$ cat src/rtl/mem_access_stage.sv
// Memory-access pipeline stage: ALU ops pass straight to a one-entry output slot,
// loads/stores hold a data-memory request until ack or timeout.
module mem_access_stage #(
  parameter int PAYLOAD_W = 64,
  parameter int ADDR_W    = 32,
  parameter int TIMEOUT   = 255
) (
  input  logic                 CLK,
  input  logic                 reset,
  input  logic                 in_valid,
  output logic                 in_ready,
  input  logic                 in_mem_read,
  input  logic                 in_mem_write,
  input  logic [ADDR_W-1:0]    in_addr,
  input  logic [31:0]          in_wdata,
  input  logic [PAYLOAD_W-1:0] in_payload,
  output logic                 out_valid,
  input  logic                 out_ready,
  output logic [PAYLOAD_W-1:0] out_payload,
  output logic [ADDR_W-1:0]    out_alu_result,
  output logic [31:0]          out_read_data,
  output logic                 out_err,
  output logic                 mem_req,
  output logic                 mem_we,
  output logic [ADDR_W-1:0]    mem_addr,
  output logic [31:0]          mem_wdata,
  input  logic                 mem_ack,
  input  logic [31:0]          mem_rdata
);

  localparam int CW = (TIMEOUT < 2) ? 1 : $clog2(TIMEOUT + 1);
  localparam bit TO_EN = (TIMEOUT != 0);
  localparam logic [CW-1:0] TO_LAST = TO_EN ? CW'(TIMEOUT - 1) : '0;

  typedef enum logic {IDLE, MEM} state_t;

  typedef struct packed {
    logic [PAYLOAD_W-1:0] payload;
    logic                 is_load;
  } lat_t;

  state_t        state;
  lat_t          lat;
  logic [CW-1:0] cnt;
  logic          accept, is_mem, ack_hit, to_hit;

  assign in_ready = (state == IDLE) && (!out_valid || out_ready);
  assign accept   = in_valid && in_ready;
  assign is_mem   = in_mem_read || in_mem_write;
  assign ack_hit  = (state == MEM) && mem_ack;
  // Timeout fires on the MEM cycle that would push the counter to TIMEOUT; ack wins.
  assign to_hit   = TO_EN && (state == MEM) && !mem_ack && (cnt == TO_LAST);

  always_ff @(posedge CLK or posedge reset) begin
    if (reset) begin
      state     <= IDLE;
      cnt       <= '0;
      lat       <= '0;
      mem_req   <= 1'b0;
      mem_we    <= 1'b0;
      mem_addr  <= '0;
      mem_wdata <= '0;
    end else begin
      case (state)
        IDLE: if (accept && is_mem) begin
          state       <= MEM;
          cnt         <= '0;
          mem_req     <= 1'b1;
          mem_we      <= in_mem_write;
          mem_addr    <= in_addr;
          mem_wdata   <= in_wdata;
          lat.payload <= in_payload;
          lat.is_load <= in_mem_read && !in_mem_write;
        end
        MEM: if (ack_hit || to_hit) begin
          state   <= IDLE;
          mem_req <= 1'b0;
        end else begin
          cnt <= cnt + 1'b1;
        end
        default: state <= IDLE;
      endcase
    end
  end

  // Output slot: only filled when empty or draining, so no completion is overwritten.
  always_ff @(posedge CLK or posedge reset) begin
    if (reset) begin
      out_valid      <= 1'b0;
      out_payload    <= '0;
      out_alu_result <= '0;
      out_read_data  <= '0;
      out_err        <= 1'b0;
    end else if (accept && !is_mem) begin
      out_valid      <= 1'b1;
      out_payload    <= in_payload;
      out_alu_result <= in_addr;
      out_read_data  <= '0;
      out_err        <= 1'b0;
    end else if (ack_hit) begin
      out_valid      <= 1'b1;
      out_payload    <= lat.payload;
      out_alu_result <= mem_addr;
      out_read_data  <= lat.is_load ? mem_rdata : 32'h0;
      out_err        <= 1'b0;
    end else if (to_hit) begin
      out_valid      <= 1'b1;
      out_payload    <= lat.payload;
      out_alu_result <= mem_addr;
      out_read_data  <= 32'hDEADBEEF;
      out_err        <= 1'b1;
    end else if (out_ready) begin
      out_valid <= 1'b0;
    end
  end

endmodule
$ cat config.mk
export PLATFORM = sky130hd
export DESIGN_NAME = mem_access_stage
export DESIGN_NICKNAME = d
export VERILOG_FILES = /design/src/rtl/mem_access_stage.sv
export SDC_FILE = /design/constraint.sdc
export NUM_CORES = 1
export LEC_CHECK = 0
export BUFFER_PORTS_ARGS = -buffer_cell sky130_fd_sc_hd__buf_2
export CORE_MARGIN = 2
export CORE_UTILIZATION = 51
export DETAILED_ROUTE_END_ITERATION = 6
export PLACE_DENSITY = 0.81
export SYNTH_ARGS = -nofsm -noshare
export SYNTH_HDL_FRONTEND = slang
export SYNTH_SLANG_ARGS = --single-unit
$ cat constraint.sdc
create_clock -name CLK -period 9.6 [get_ports CLK]
set_input_delay 0.96 -clock CLK [delete_from_list [all_inputs] [get_ports CLK]]
set_output_delay 0.96 -clock CLK [all_outputs]
set_load 0.02 [all_outputs]
==> reports/summary.md <==
- **critical path endpoint category** register
- **post-layout min period** 3321 ps
- **aggregate routed wire length** 28930 um
- **cells taking the most area after synthesis** sky130_fd_sc_hd__dfrtp_1 (61%), sky130_fd_sc_hd__mux2_1 (9.1%), sky130_fd_sc_hd__a21oi_1 (8.9%)
- **proportion of synthesized flip-flops having asynchronous set or reset** 1.000
- **number of buffers on the longest clock path** 3
- **placement-stage worst setup slack** 5998 ps
- **total via count after detailed routing** 8708
- **count of state elements after synthesis** 270
- **wire length of the first global-routing pass** 44680 um
- **Area Growth Syn to Fin** 26.41%
- **minimum setup slack in the final design** 6279 ps
- **violated checks** DRC
- **number of distinct library cells after synthesis** 39
- **clock tree from TritonCTS** yes
- **cell mode on critical path** sky130_fd_sc_hd__buf_4
- **remaining max-slew budget at the tightest pin** 0.2062
- **Max Clock Skew** 6.899 ps
- **end-of-flow core utilization** 0.6590
- **Yosys top cell area share** 0.6146
- **post-layout net count** 1457
- **number of non-filler instances in the completed layout** 1584
- **per-cell via count in the routed design** 5.497
- **number of failing hold endpoints at the final stage** 0
- **width of the die** 150.8 um
- **result of the run** finished with violations
- **Tightest Pin Transition** 1191 ps
- **Synth Instances** 955
- **sequential share of the synthesized area** 0.6146
- **remaining antenna violation count after routing** 0
- **leakage dissipation** 6.823 nW
- **launching element type of the critical path** register
- **clock latency on the worst-skew pair** 530 ps
- **ys flop type** sky130_fd_sc_hd__dfrtp_1
- **longest individual stage delay on the worst path** 850 ps
- **Worst Path Class, Setup** register to register
- **total power draw** 4.319 mW
- **worst endpoint required time** 10010 ps
- **netlist area before placement** 10990 um2
- **IR Drop Worst-Case VDD** 187.0 uV
- **full die area** 22750 um2
- **Synth Warn #** 0
- **mean area per synthesized cell** 11.51 um2
- **critical-path cell with the highest stage delay** sky130_fd_sc_hd__buf_4
- **worst hold slack after final layout** 479.5 ps
- **maximum fanout count along the critical path** 68
- **critical-path cell list** nand2b_1, nor3_4, buf_4, buf_4, nor2_1, a22o_1
- **total number of clock tree sinks** 270
- **Clock Pin Slew Worst Setup and Hold Paths** 60 ps
- **DP Cell Count** 1533
- **Synthesized Nets** 1124
- **unrepaired setup endpoints after global routing** false
- **FF-to-FF setup slack** 6280 ps
- **DRC violation total after the first TritonRoute iteration** 558
- **vertical die dimension** 150.8 um
- **Core ar.** 21090 um2
- **DRC Markers** 5
- **arrival time of the worst setup path** 3730 ps
- **number of setup violations in the final report** 0
- **# Post-CTS Setup Buffers** 0
- **IO buf count** 363
- **final standard cell area without fillers** 13900 um2
- **count of TritonRoute iterations in the first routing pass** 7
- **final worst-path cycle share** 0.3459
- **number of global-route vias before repair** 8699
- **total congestion overflow after global routing** 0
- **fmax** 0.3011 GHz
- **# rows** 53
- **pin count of the biggest net entering global routing** 130
- **placed cell area** 12910 um2
- **wire per inst** 18.26 um
- **half-perimeter wire length after detailed placement** 18720 um
- **deepest level of the CTS H-tree** 1
- **fraction of layout cells with a size suffix above 1** 0.3573
- **boundary pin count** 364
- **antenna violations before repair** 2
- **number of max-slew violations in the final report** 0
- **Initial Util** 0.5213
- **Power Density** 310.8 nW/um2
- **hold crit path type** register to register
- **Tot GR Track Use** 0.2454
- **quantity of gates resized following cts** 0
- **# hold bufs at CTS** 0
- **total CTS buffers** 28
- **final estimated routing congestion in global placement** 0.8303
- **library cell with the largest summed area after synthesis** sky130_fd_sc_hd__dfrtp_1
- **Clock Tree Root** sky130_fd_sc_hd__clkbuf_16
- **number of violations of the max-capacitance limit** 0
- **number of enable flip-flop cells after synthesis** 0
- **final total negative setup slack** 0 ps
[layout make-up]
class                      count  area [um2]
clock inverter                 7       120.1
tap                          275       344.1
antenna                        2       5.005
fill                        1585        7192
multi-input combinational    609        3884
timing repair buffer         373        1892
sequential                   270        6756
inverter                       6       30.03
clock buffer                  42       864.6
[worst max-delay path, delay by kind of cell (launching register included)]
family / cells / cell delay (ps)
buffers and inverters: 2 / 1540
and+or+nand+nor: 3 / 700
DFF: 1 / 540
AOI/OAI and AO/OA: 1 / 290
[worst paths after layout]
| kind | start | end | cells past startpoint |
|---|---|---|---|
| max in group asynchronous | reset | out_payload[34]$_DFFE_PP0P_ | 3 |
| min in group asynchronous | reset | mem_wdata[9]$_DFFE_PP0P_ | 2 |
| setup / recovery | state$_DFF_PP0_ | cnt[7]$_DFFE_PP0P_ | 6 |
| setup reg to reg | state$_DFF_PP0_ | cnt[7]$_DFFE_PP0P_ | 6 |
| hold reg to reg | mem_wdata[7]$_DFFE_PP0P_ | mem_wdata[7]$_DFFE_PP0P_ | 1 |
| hold / removal | mem_wdata[7]$_DFFE_PP0P_ | mem_wdata[7]$_DFFE_PP0P_ | 1 |
[cells by family (layout without fill, tap and decap cells)]
group,after synthesis,after routing,synth area share
simple gates,233,233,0.08696
mux,129,129,0.1320
flops,270,270,0.6146
other cells,0,2,0
buf+inv,76,428,0.03562
fa+ha+maj,2,2,0.002276
compound gates,245,245,0.1285
[synth_stat cells (2+ instances only)]
cell type and count:
sky130_fd_sc_hd__a21o_1 4, sky130_fd_sc_hd__a21oi_1 195, sky130_fd_sc_hd__a221o_1 24, sky130_fd_sc_hd__a22o_1 10, sky130_fd_sc_hd__a31oi_1 3, sky130_fd_sc_hd__and3_1 2, sky130_fd_sc_hd__and4_1 2, sky130_fd_sc_hd__buf_1 8
sky130_fd_sc_hd__buf_2 30, sky130_fd_sc_hd__buf_4 4, sky130_fd_sc_hd__buf_6 7, sky130_fd_sc_hd__clkbuf_1 20, sky130_fd_sc_hd__dfrtp_1 270, sky130_fd_sc_hd__ha_1 2, sky130_fd_sc_hd__inv_1 5, sky130_fd_sc_hd__mux2_1 89
sky130_fd_sc_hd__mux2_2 39, sky130_fd_sc_hd__nand2_1 103, sky130_fd_sc_hd__nand2b_1 3, sky130_fd_sc_hd__nand3_1 6, sky130_fd_sc_hd__nand4_1 2, sky130_fd_sc_hd__nor2_1 102, sky130_fd_sc_hd__nor2b_1 2, sky130_fd_sc_hd__nor3_2 2
sky130_fd_sc_hd__nor4_1 3, sky130_fd_sc_hd__o21ai_0 5
[sequential cells by signal, indices dropped and copies added, names as in the netlist, 8 cells and up]
| signal | count |
|---|---|
| out_alu_result | 32 |
| lat | 65 |
| out_payload | 64 |
| out_read_data | 32 |
| mem_wdata | 32 |
| cnt | 8 |
| mem_addr | 32 |
[placed cells by master, fill, tap and decap left out, types with 2 or more instances in the layout]
cell | netlist | routed
sky130_fd_sc_hd__o21ai_0 | 5 | 5
sky130_fd_sc_hd__a21o_1 | 4 | 3
sky130_fd_sc_hd__clkinv_4 | 0 | 2
sky130_fd_sc_hd__clkbuf_16 | 0 | 29
sky130_fd_sc_hd__nand4_1 | 2 | 2
sky130_fd_sc_hd__and4_1 | 2 | 2
sky130_fd_sc_hd__nor4_1 | 3 | 3
sky130_fd_sc_hd__a21oi_1 | 195 | 195
sky130_fd_sc_hd__inv_1 | 5 | 4
sky130_fd_sc_hd__a221o_1 | 24 | 24
sky130_fd_sc_hd__nand2b_1 | 3 | 3
sky130_fd_sc_hd__ha_1 | 2 | 2
sky130_fd_sc_hd__buf_4 | 4 | 10
sky130_fd_sc_hd__nand3_1 | 6 | 5
sky130_fd_sc_hd__dfrtp_1 | 270 | 270
sky130_fd_sc_hd__mux2_1 | 89 | 89
sky130_fd_sc_hd__diode_2 | 0 | 2
sky130_fd_sc_hd__clkbuf_1 | 20 | 4
sky130_fd_sc_hd__bufinv_16 | 0 | 3
sky130_fd_sc_hd__a22o_1 | 10 | 10
sky130_fd_sc_hd__nand2_1 | 103 | 103
sky130_fd_sc_hd__nor2_1 | 102 | 102
sky130_fd_sc_hd__a31oi_1 | 3 | 3
sky130_fd_sc_hd__mux2_2 | 39 | 39
sky130_fd_sc_hd__nor2b_1 | 2 | 2
sky130_fd_sc_hd__buf_2 | 30 | 363
sky130_fd_sc_hd__clkbuf_8 | 0 | 9
[layer usage]
layer / global-route usage / wire length, um
met5: 0 / 13
met4: 0.07009 / 695
met3: 0.06928 / 2894
met1: 0.3033 / 11120
met2: 0.4232 / 14210
[where the power goes]
group          internal (mW)  switching, mW  total [mW]
clock                  0.698          0.430        1.13
combinational          0.515          0.874        1.39
sequential              1.56          0.246        1.80
total                   2.77           1.55        4.32
Note: power is estimated with default switching activity, not from simulation.
